<file path="config.mk">
export PLATFORM = sky130hd
export DESIGN_NAME = fetch_prefetch_stage
export DESIGN_NICKNAME = d
export VERILOG_FILES = /design/src/rtl/fetch_pkg.sv /design/src/rtl/fetch_queue.sv /design/src/rtl/fetch_prefetch_stage.sv
export SDC_FILE = /design/constraint.sdc
export NUM_CORES = 1
export LEC_CHECK = 0
export ABC_AREA = 1
export BUFFER_PORTS_ARGS = -buffer_cell sky130_fd_sc_hd__buf_4
export CORE_MARGIN = 3
export CORE_UTILIZATION = 50
export DETAILED_ROUTE_END_ITERATION = 10
export PLACE_DENSITY = 0.75
export SYNTH_ARGS = -nofsm -noshare
export SYNTH_HDL_FRONTEND = slang
export SYNTH_SLANG_ARGS = --single-unit
</file>
<file path="constraint.sdc">
create_clock -name clk -period 6.25 [get_ports clk]
set_input_delay 0.625 -clock clk [delete_from_list [all_inputs] [get_ports clk]]
set_output_delay 0.625 -clock clk [all_outputs]
set_load 0.03 [all_outputs]
</file>
<file path="src/rtl/fetch_pkg.sv">
// Shared definitions for the instruction-fetch stage.
//   NOP_INSTR     : canonical RISC-V NOP (addi x0, x0, 0) used for bubbles.
//   fetch_entry_t : one prefetch-queue entry {pc, instr} at the default XLEN.
//   XLEN_DEFAULT / DEPTH_DEFAULT : default parameter values for the stage.
package fetch_pkg;

  localparam int unsigned XLEN_DEFAULT  = 32;
  localparam int unsigned DEPTH_DEFAULT = 4;

  localparam logic [31:0] NOP_INSTR = 32'h0000_0013;

  typedef struct packed {
    logic [XLEN_DEFAULT-1:0] pc;
    logic [31:0]             instr;
  } fetch_entry_t;

endpackage

</file>
<file path="src/rtl/fetch_queue.sv">
// Prefetch queue: synchronous FIFO of fetch entries.
//   clk, rst   : clock, asynchronous active-high reset (queue empty).
//   push/push_data : write one entry (ignored when full unless popping).
//   pop        : remove the head entry (ignored when empty).
//   clear      : empty the queue; wins over push and pop.
//   head       : entry at the head; valid only when !empty. No bypass.
//   count/full/empty : occupancy status.
module fetch_queue
  import fetch_pkg::*;
#(
  parameter int unsigned DEPTH   = DEPTH_DEFAULT,
  parameter type         entry_t = fetch_entry_t,
  localparam int unsigned PtrW   = $clog2(DEPTH),
  localparam int unsigned CntW   = $clog2(DEPTH + 1)
) (
  input  logic            clk,
  input  logic            rst,
  input  logic            push,
  input  entry_t          push_data,
  input  logic            pop,
  input  logic            clear,
  output entry_t          head,
  output logic [CntW-1:0] count,
  output logic            full,
  output logic            empty
);

  entry_t            mem_q [DEPTH];
  logic [PtrW-1:0]   wr_ptr_q, wr_ptr_d;
  logic [PtrW-1:0]   rd_ptr_q, rd_ptr_d;
  logic [CntW-1:0]   count_q, count_d;
  logic              do_push, do_pop;

  assign full  = (count_q == CntW'(DEPTH));
  assign empty = (count_q == '0);
  assign count = count_q;
  assign head  = mem_q[rd_ptr_q];

  assign do_push = push && (!full || pop);
  assign do_pop  = pop && !empty;

  // DEPTH is a power of two, so PtrW-bit increments wrap by masking.
  always_comb begin
    wr_ptr_d = wr_ptr_q;
    rd_ptr_d = rd_ptr_q;
    count_d  = count_q;
    if (clear) begin
      wr_ptr_d = '0;
      rd_ptr_d = '0;
      count_d  = '0;
    end else begin
      if (do_push) wr_ptr_d = wr_ptr_q + PtrW'(1);
      if (do_pop)  rd_ptr_d = rd_ptr_q + PtrW'(1);
      if (do_push && !do_pop) begin
        count_d = count_q + CntW'(1);
      end else if (do_pop && !do_push) begin
        count_d = count_q - CntW'(1);
      end
    end
  end

  always_ff @(posedge clk or posedge rst) begin
    if (rst) begin
      wr_ptr_q <= '0;
      rd_ptr_q <= '0;
      count_q  <= '0;
    end else begin
      wr_ptr_q <= wr_ptr_d;
      rd_ptr_q <= rd_ptr_d;
      count_q  <= count_d;
    end
  end

  // Storage needs no reset; entries are only read while occupied.
  always_ff @(posedge clk) begin
    if (do_push && !clear) mem_q[wr_ptr_q] <= push_data;
  end

endmodule

</file>
<file path="src/rtl/fetch_prefetch_stage.sv">
// Instruction-fetch stage: fetch PC, single-outstanding imem requests,
// prefetch queue and the IF/ID pipeline register.
//   clk, rst          : clock, asynchronous active-high reset.
//   imem_req_*        : request channel (valid/ready, address = fetch PC).
//   imem_rsp_*        : in-order responses, one per accepted request.
//   redirect_valid/pc : taken branch/jump from execute.
//   stall_d, flush_d  : hold / bubble the IF/ID register.
//   instr_d, pc_d, pc_plus4_d, valid_d : IF/ID register outputs.
//   fq_count          : prefetch queue occupancy.
module fetch_prefetch_stage
  import fetch_pkg::*;
#(
  parameter int unsigned     XLEN     = XLEN_DEFAULT,
  parameter int unsigned     DEPTH    = DEPTH_DEFAULT,
  parameter logic [XLEN-1:0] RESET_PC = '0,
  localparam int unsigned    CntW     = $clog2(DEPTH + 1)
) (
  input  logic            clk,
  input  logic            rst,
  output logic            imem_req_valid,
  input  logic            imem_req_ready,
  output logic [XLEN-1:0] imem_req_addr,
  input  logic            imem_rsp_valid,
  input  logic [31:0]     imem_rsp_data,
  input  logic            redirect_valid,
  input  logic [XLEN-1:0] redirect_pc,
  input  logic            stall_d,
  input  logic            flush_d,
  output logic [31:0]     instr_d,
  output logic [XLEN-1:0] pc_d,
  output logic [XLEN-1:0] pc_plus4_d,
  output logic            valid_d,
  output logic [CntW-1:0] fq_count
);

  typedef struct packed {
    logic [XLEN-1:0] pc;
    logic [31:0]     instr;
  } entry_t;

  logic [XLEN-1:0] fpc_q, fpc_d;
  logic [XLEN-1:0] out_pc_q, out_pc_d;
  logic            outstanding_q, outstanding_d;
  logic            drop_q, drop_d;
  logic [31:0]     instr_d_q, instr_d_d;
  logic [XLEN-1:0] pc_d_q, pc_d_d;
  logic [XLEN-1:0] pc_plus4_d_q, pc_plus4_d_d;
  logic            valid_d_q, valid_d_d;

  entry_t          push_entry, head;
  logic [CntW-1:0] q_count;
  logic            q_full, q_empty;
  logic            rsp_fire, req_fire, push, pop, advance, room;

  assign rsp_fire = imem_rsp_valid && outstanding_q;
  assign push     = rsp_fire && !drop_q && !redirect_valid;
  assign advance  = !redirect_valid && !flush_d && !stall_d;
  assign pop      = advance && !q_empty;

  // Count an entry being pushed this cycle so the queue can never overflow.
  assign room = ({1'b0, q_count} + (CntW + 1)'(push)) < (CntW + 1)'(DEPTH);

  assign imem_req_valid = !outstanding_q && !redirect_valid && room;
  assign imem_req_addr  = fpc_q;
  assign req_fire       = imem_req_valid && imem_req_ready;

  assign push_entry = '{pc: out_pc_q, instr: imem_rsp_data};

  always_comb begin
    fpc_d         = fpc_q;
    out_pc_d      = out_pc_q;
    outstanding_d = outstanding_q;
    drop_d        = drop_q;
    if (req_fire) begin
      outstanding_d = 1'b1;
      out_pc_d      = fpc_q;
      fpc_d         = fpc_q + XLEN'(4);
    end
    if (rsp_fire) begin
      outstanding_d = 1'b0;
      drop_d        = 1'b0;
    end
    if (redirect_valid) begin
      fpc_d = redirect_pc;
      // The in-flight response belongs to the old path; discard it on arrival.
      if (outstanding_q && !imem_rsp_valid) drop_d = 1'b1;
    end
  end

  always_comb begin
    instr_d_d    = instr_d_q;
    pc_d_d       = pc_d_q;
    pc_plus4_d_d = pc_plus4_d_q;
    valid_d_d    = valid_d_q;
    if (redirect_valid || flush_d) begin
      valid_d_d = 1'b0;
      instr_d_d = NOP_INSTR;
    end else if (stall_d) begin
      valid_d_d = valid_d_q;
    end else if (!q_empty) begin
      instr_d_d    = head.instr;
      pc_d_d       = head.pc;
      pc_plus4_d_d = head.pc + XLEN'(4);
      valid_d_d    = 1'b1;
    end else begin
      valid_d_d = 1'b0;
      instr_d_d = NOP_INSTR;
    end
  end

  always_ff @(posedge clk or posedge rst) begin
    if (rst) begin
      fpc_q         <= RESET_PC;
      out_pc_q      <= '0;
      outstanding_q <= 1'b0;
      drop_q        <= 1'b0;
      instr_d_q     <= NOP_INSTR;
      pc_d_q        <= '0;
      pc_plus4_d_q  <= '0;
      valid_d_q     <= 1'b0;
    end else begin
      fpc_q         <= fpc_d;
      out_pc_q      <= out_pc_d;
      outstanding_q <= outstanding_d;
      drop_q        <= drop_d;
      instr_d_q     <= instr_d_d;
      pc_d_q        <= pc_d_d;
      pc_plus4_d_q  <= pc_plus4_d_d;
      valid_d_q     <= valid_d_d;
    end
  end

  fetch_queue #(
    .DEPTH   (DEPTH),
    .entry_t (entry_t)
  ) u_queue (
    .clk       (clk),
    .rst       (rst),
    .push      (push),
    .push_data (push_entry),
    .pop       (pop),
    .clear     (redirect_valid),
    .head      (head),
    .count     (q_count),
    .full      (q_full),
    .empty     (q_empty)
  );

  assign instr_d    = instr_d_q;
  assign pc_d       = pc_d_q;
  assign pc_plus4_d = pc_plus4_d_q;
  assign valid_d    = valid_d_q;
  assign fq_count   = q_count;

endmodule
</file>
### Word level (Yosys, flattened, before mapping)

Memories as Yosys holds them, arrays and structs flattened.
Cells that the tools add are included.

| operators by class | value |
|---|---|
| add/sub/neg operators | 7 |
| order comparisons | 1 |
| equal/unequal tests | 2 |
| multiplexer cells | 22 |
| bitwise logic cells | 3 |
| reduce and logical (&&, ||, !) cells | 34 |

Operators with widths:

| operator | count |
|---|---|
| two-way mux 32 bit | 5 |
| adder 32 x 3 -> 32 bit, second input constant | 2 |
| logical AND 1 bit | 15 |
| logical NOT 1 bit | 10 |
| two-way mux 1 bit | 10 |
| two-way mux 3 bit | 3 |
| two-way mux 2 bit | 4 |
| nonzero test 2 bit | 4 |
| adder 2 x 1 -> 2 bit, second input constant | 2 |
| adder 3 x 1 -> 4 bit | 1 |
| < comparator 4 x 3 -> 1 bit, second input constant | 1 |
| adder 3 x 1 -> 3 bit, second input constant | 1 |
| equality test 3 bit, second input constant | 1 |
| logical NOT 3 bit | 1 |
| NOT 1 bit | 3 |
| AND reduction 3 bit | 1 |
| nonzero test 3 bit | 1 |
| subtractor 3 x 1 -> 3 bit, second input constant | 1 |
| logical OR 1 bit | 2 |
| inequality test 2 x 1 -> 1 bit, second input constant | 1 |

| word-level totals | value |
|---|---|
| bits in registers | 170 |
| bits in writable memories | 256 |
| input port bits | 71 |
| output and inout port bits | 133 |
| word-level logic and storage cells | 81 |
| memories | 1 |

Memories:

| name | depth | width | read ports | clocked after memory_dff | write ports | RTL line | text |
|---|---|---|---|---|---|---|---|
| u_queue.mem_q | 4 | 64 | 1 | 0 | 1 | fetch_queue.sv:28 | `entry_t mem_q [DEPTH];` |

### Longest topological paths before layout

| depth | value |
|---|---|
| depth in word-level cells | 11 |
| depth in mapped cells | 15 |
| gate-level depth less buffers | 13 |

### Cells and area by module

A second synthesis with hierarchy kept.

| second synthesis, totals | value |
|---|---|
| cell total of the unflattened synthesis | 1,634 |
| area total of the unflattened synthesis | 17,789.6 µm² |

By module, submodules not included:

| module | times used | cells an instance | area each (µm²) | sequential area each (µm²) |
|---|---|---|---|---|
| fetch_queue | 1 | 690 | 9,993.3 | 7,862.5 |
| fetch_prefetch_stage | 1 | 944 | 7,796.2 | 4,032.6 |

### Least setup slack after synthesis

OpenSTA, ideal clock, no wires.

| path | value |
|---|---|
| path type | input -> register |
| start point | in redirect_valid |
| end point | mem u_queue.mem_q[0][0] (netlist bit), enable pin |
| library setup time | 0.487 ns |
| arrival | 3.819 ns |
| data required time | 5.763 ns |
| setup slack | 1.944 ns |
| stages on the path | 5 |
| cell sequence | nor2_1 nand3_1 inv_2 o21ai_1 nor2_1 |

| between the ends | value |
|---|---|
| cells in the longest elaborated chain, start to end | 9 |
| elaborated cells between the ends (all ways) | 10 |

Ends and longest elaborated chain:

| element | RTL line | text |
|---|---|---|
| start: declaration | fetch_prefetch_stage.sv:25 | `input logic redirect_valid,` |
| logical NOT 1 bit * | fetch_queue.sv:76, fetch_prefetch_stage.sv:56, fetch_prefetch_stage.sv:57 |  |
| logical AND 1 bit (2 in a row) | fetch_prefetch_stage.sv:57 | `assign advance = !redirect_valid && !flush_d && !stall_d;` |
| logical AND 1 bit | fetch_prefetch_stage.sv:58 | `assign pop = advance && !q_empty;` |
| logical OR 1 bit | fetch_queue.sv:39 | `assign do_push = push && (!full \|\| pop);` |
| logical AND 1 bit | fetch_queue.sv:39 |  |
| logical AND 1 bit * | fetch_queue.sv:76 | `if (do_push && !clear) mem_q[wr_ptr_q] <= push_data;` |
| two-way mux 1 bit * | fetch_queue.sv:76 |  |
| two-way mux 1 bit (not written as such) * | fetch_queue.sv:76 |  |
| end: declaration | fetch_queue.sv:28 |  |

Mark *: on every way between the ends. The rest lies on a longest branch, timed or not.

### Worst setup path in the final report

| path | value |
|---|---|
| start point | reg u_queue.count_q[2], in the netlist u_queue.count[2] |
| end point | mem u_queue.mem_q[3][1] (netlist bit), enable pin |

| between the ends | value |
|---|---|
| cells in the longest elaborated chain, start to end | 8 |
| elaborated cells between the ends (all ways) | 10 |

Ends and longest elaborated chain:

| element | RTL line | text |
|---|---|---|
| start: declaration | fetch_queue.sv:31 | `logic [CntW-1:0] count_q, count_d;` |
| start signal: assignment | fetch_queue.sv:70 | `count_q <= count_d;` |
| logical NOT 3 bit | fetch_queue.sv:35 | `assign empty = (count_q == '0);` |
| logical NOT 1 bit | fetch_prefetch_stage.sv:58 |  |
| logical AND 1 bit | fetch_prefetch_stage.sv:58 |  |
| logical OR 1 bit * | fetch_queue.sv:39 |  |
| logical AND 1 bit * | fetch_queue.sv:39 |  |
| logical AND 1 bit * | fetch_queue.sv:76 |  |
| two-way mux 1 bit * | fetch_queue.sv:76 |  |
| two-way mux 1 bit (not written as such) * | fetch_queue.sv:76 |  |

Marks and branches as above.

==> results.sh <==
export IMPL_met1_usage=0.315
export IMPL_clk_latency_ns=0.54
export IMPL_port_buffers=203
export IMPL_status="complete, no violations"
export IMPL_hpwl_mm=26.3
export IMPL_synth_compound_area_share=0.0817
export IMPL_drive_gt1_frac=0.191
export IMPL_setup_viol=0
export IMPL_worst_setup_path_end_kind="flip-flop"
export IMPL_setup_ws_ns=2.84
export IMPL_skew_ns=0.0168
export IMPL_cts_root_buffer="clkbuf_16"
export IMPL_startpoint_type="flip-flop"
export IMPL_antenna_cells=0
export IMPL_rsz0062_at_grt="no"
export IMPL_ctsHtreeMaxLevel=2
export IMPL_cts_setup_buffers=0
export IMPL_post_cts_resized=0
export IMPL_drc=0
export IMPL_final_cell_area_um2=21000
export IMPL_synth_top_cell_area_share=0.432
export IMPL_cts_inserted_buffers=42
export IMPL_p_per_area_nw_per_um2=401
export IMPL_synthXorXnorAreaFrac=0.0118
export IMPL_routed_wl_mm=40.8
export IMPL_area_delta_synth_final_pct=18.1
export IMPL_cp_top_family="buffers and inverters"
export IMPL_grt_pass1_wl_mm=65.6
export IMPL_dp_slack_ns=2.31
export IMPL_vias=12680
export IMPL_place_area_um2=19600
export IMPL_cts_num_sinks=424
export IMPL_path_class="reg -> reg"
export IMPL_die_h_um=195
export IMPL_drv_cap=0
export IMPL_ir_drop_v=0.000288
export IMPL_crit_fanout=83
export IMPL_cts_tree="built"
export IMPL_core_um2=34800
export IMPL_min_delay_path_class="in -> reg"
export IMPL_grt_use_met2=0.327
export IMPL_syn_area_um2=17800
export IMPL_worstMarginPinSlew_ns=1.04
export IMPL_drtIter0Drc=1143
export IMPL_setup_tns_ns=0
export IMPL_grt_use_total=0.212
export IMPL_path_common_cell="buf_4"
export IMPL_yosysUniqueCellTypes=46
export IMPL_clock_power_share=0.302
export IMPL_synth_top_family_by_area="simple AND/OR/NAND/NOR gates"
export IMPL_antenna_found_initial=0
export IMPL_async_flop_share=0.396
export IMPL_cp_slowest_cell="o21ai_1"
export IMPL_firstDrtPassIters=5
export IMPL_hold_viol=0
export IMPL_synthMuxAreaShare=0.000632
export IMPL_synth_ff_type="edfxtp_1"
export IMPL_layout_commonest_cell="nand2_1"
export IMPL_nets=1904
export IMPL_required_ns=6.48
export IMPL_gr_max_usage_layer="met2"
export IMPL_clk_pin_slew_ns=0.06
export IMPL_period_share=0.546
export IMPL_p_sw_frac=0.325
export IMPL_grt_pass1_vias=12318
export IMPL_boundaryPins=204
export IMPL_grt_max_degree=128
export IMPL_gr_total_overflow=0
export IMPL_synth_area_top_cells="edfxtp_1 (43%), dfrtp_1 (23%), nand2_1 (7.9%), nor2_1 (4.0%), o21ai_0 (3.7%)"
export IMPL_viasPerCell=5.48
export IMPL_clock_fmax_mhz=293
export IMPL_min_period_ns=3.41
export IMPL_hold_buffers=0
export IMPL_fp_row_count=68
export IMPL_syn_nets=1724
export IMPL_p_int_uw=5700
export IMPL_floorplan_die_area_um2=37900
export IMPL_p_leak_uw=0.00869
export IMPL_postRouteAntennaNets=0
export IMPL_clockBufferDepth=3
export IMPL_synth_simple_gate_area_frac=0.189
export IMPL_syn_inst=1646
export IMPL_ys_seq_elements=424
export IMPL_detail_route_wl_per_cell_um=17.6
export IMPL_synthAdderAreaFrac=0.00534
export IMPL_pwr_share_seq=0.464
export IMPL_die_w_um=195
export IMPL_drv_slew=0
export IMPL_power_switching_uw=2750
export IMPL_place_congestion=0.911
export IMPL_yosys_warnings=0
export IMPL_max_slew_margin_rel=0.305
export IMPL_worstPathArrival_ns=3.64
export IMPL_layout_common_cells="nand2_1 (373), edfxtp_1 (256), buf_4 (215)"
export IMPL_crit_chain="nand3b_1 -> nand3_2 -> buf_4 -> inv_2 -> o21ai_1 -> nor2_4 -> buf_4"
export IMPL_yosysSeqAreaShare=0.668
export IMPL_postSynthAreaPerCell_um2=10.8
export IMPL_initial_core_util=0.512
export IMPL_cpPeakStageDelay_ns=0.80
export IMPL_globalRouteMet3Util=0.0366
export IMPL_critPathBufInv=3
export IMPL_pwr_share_comb=0.235
export IMPL_yosys_area_top_type="edfxtp_1"
export IMPL_synth_edff_count=256
## synthesized netlist by cell type (2+ instances only)
master,number
o21bai_1,4
buf_1,3
nor2_4,11
nand3_1,114
nor2_1,192
ha_1,6
dfrtp_1,165
nor4_1,5
nor3_1,19
inv_2,6
nor3_2,2
o21ai_0,130
nand2_4,3
and2_1,2
buf_2,14
buf_6,6
nand2_1,374
o21ai_1,6
a22o_1,30
buf_8,2
edfxtp_1,256
nand2_2,15
inv_1,88
buf_4,9
nand3_2,6
dfstp_2,3
a21oi_1,14
nor2_2,15
a31oi_1,5
o22ai_1,30
clkbuf_1,45
nand4_1,12
o21a_1,5
o211ai_1,9
o221ai_1,7
xor2_1,23
## metrics by stage
step / util / hold slack, ns / total power, µW / std cells
floorplan: - / 0.466 / 5130 / 1646
global placement: 0.564 / 0.462 / 5890 / 2237
detailed placement: 0.564 / 0.459 / 5950 / 2237
CTS: 0.605 / 0.265 / 8490 / 2315
global route: 0.605 / 0.271 / 8840 / 2315
finish: 0.605 / 0.286 / 8450 / 2315
## logic make-up (layout without fill, tap and decap cells)
| logic type | count (synthesis) | in the layout |
|---|---|---|
| simple gates | 773 | 773 |
| flops | 424 | 424 |
| compound gates | 243 | 243 |
| buf+inv | 174 | 388 |
| xor+xnor | 24 | 24 |
| fa+ha+maj | 7 | 7 |
| mux | 1 | 1 |
## sequential cells by signal, indices dropped and copies added, names as in the netlist, named ones only
name / cells
pc_d: 32
u_queue.mem_q: 256
valid_d: 1
u_queue.rd_ptr_q: 2
imem_req_addr: 32
u_queue.count: 3
instr_d: 32
pc_plus4_d: 30
outstanding_q: 1
u_queue.wr_ptr_q: 2
out_pc_q: 32
## power by group through the flow
stage | logic (µW) | clock network, µW | registers (µW)
after detailed placement | 1990 | 0 | 3960
after CTS | 2000 | 2580 | 3910
final | 1980 | 2550 | 3920
after floorplan | 797 | 0 | 4330
after global placement | 1950 | 0 | 3940
after global routing | 2160 | 2710 | 3970
## worst paths after layout
| kind | slack, ns | cells after the start | endpoint | startpoint |
|---|---|---|---|---|
| worst min register to register | 0.47 | 2 | valid_d | valid_d |
| worst min-delay path | 0.29 | 1 | u_queue.mem_q[3][22] | imem_rsp_data[22] |
| max in group asynchronous | 4.47 | 3 | u_queue.rd_ptr_q[0] | rst |
| worst max-delay path | 2.84 | 7 | u_queue.mem_q[3][1] | u_queue.count[2] |
| min in group asynchronous | 0.34 | 2 | pc_d[2] | rst |
| worst max register to register | 2.84 | 7 | u_queue.mem_q[3][1] | u_queue.count[2] |
## area by class of cell
type                       instances  area (µm²)
clock buffer                      54        1140
fill                            2709       13800
timing repair buffer             215        1610
tap                              455         569
sequential                       424       11900
multi-input combinational       1048        5180
clock inverter                    24         267
inverter                          95         367
## metal layers
metal	wire [µm]	vias up
met5	0	-
met4	863	0
met3	3120	66
met1	18600	6087
met2	18200	525
li1	-	6002
(Power assumes the default switching activity.)
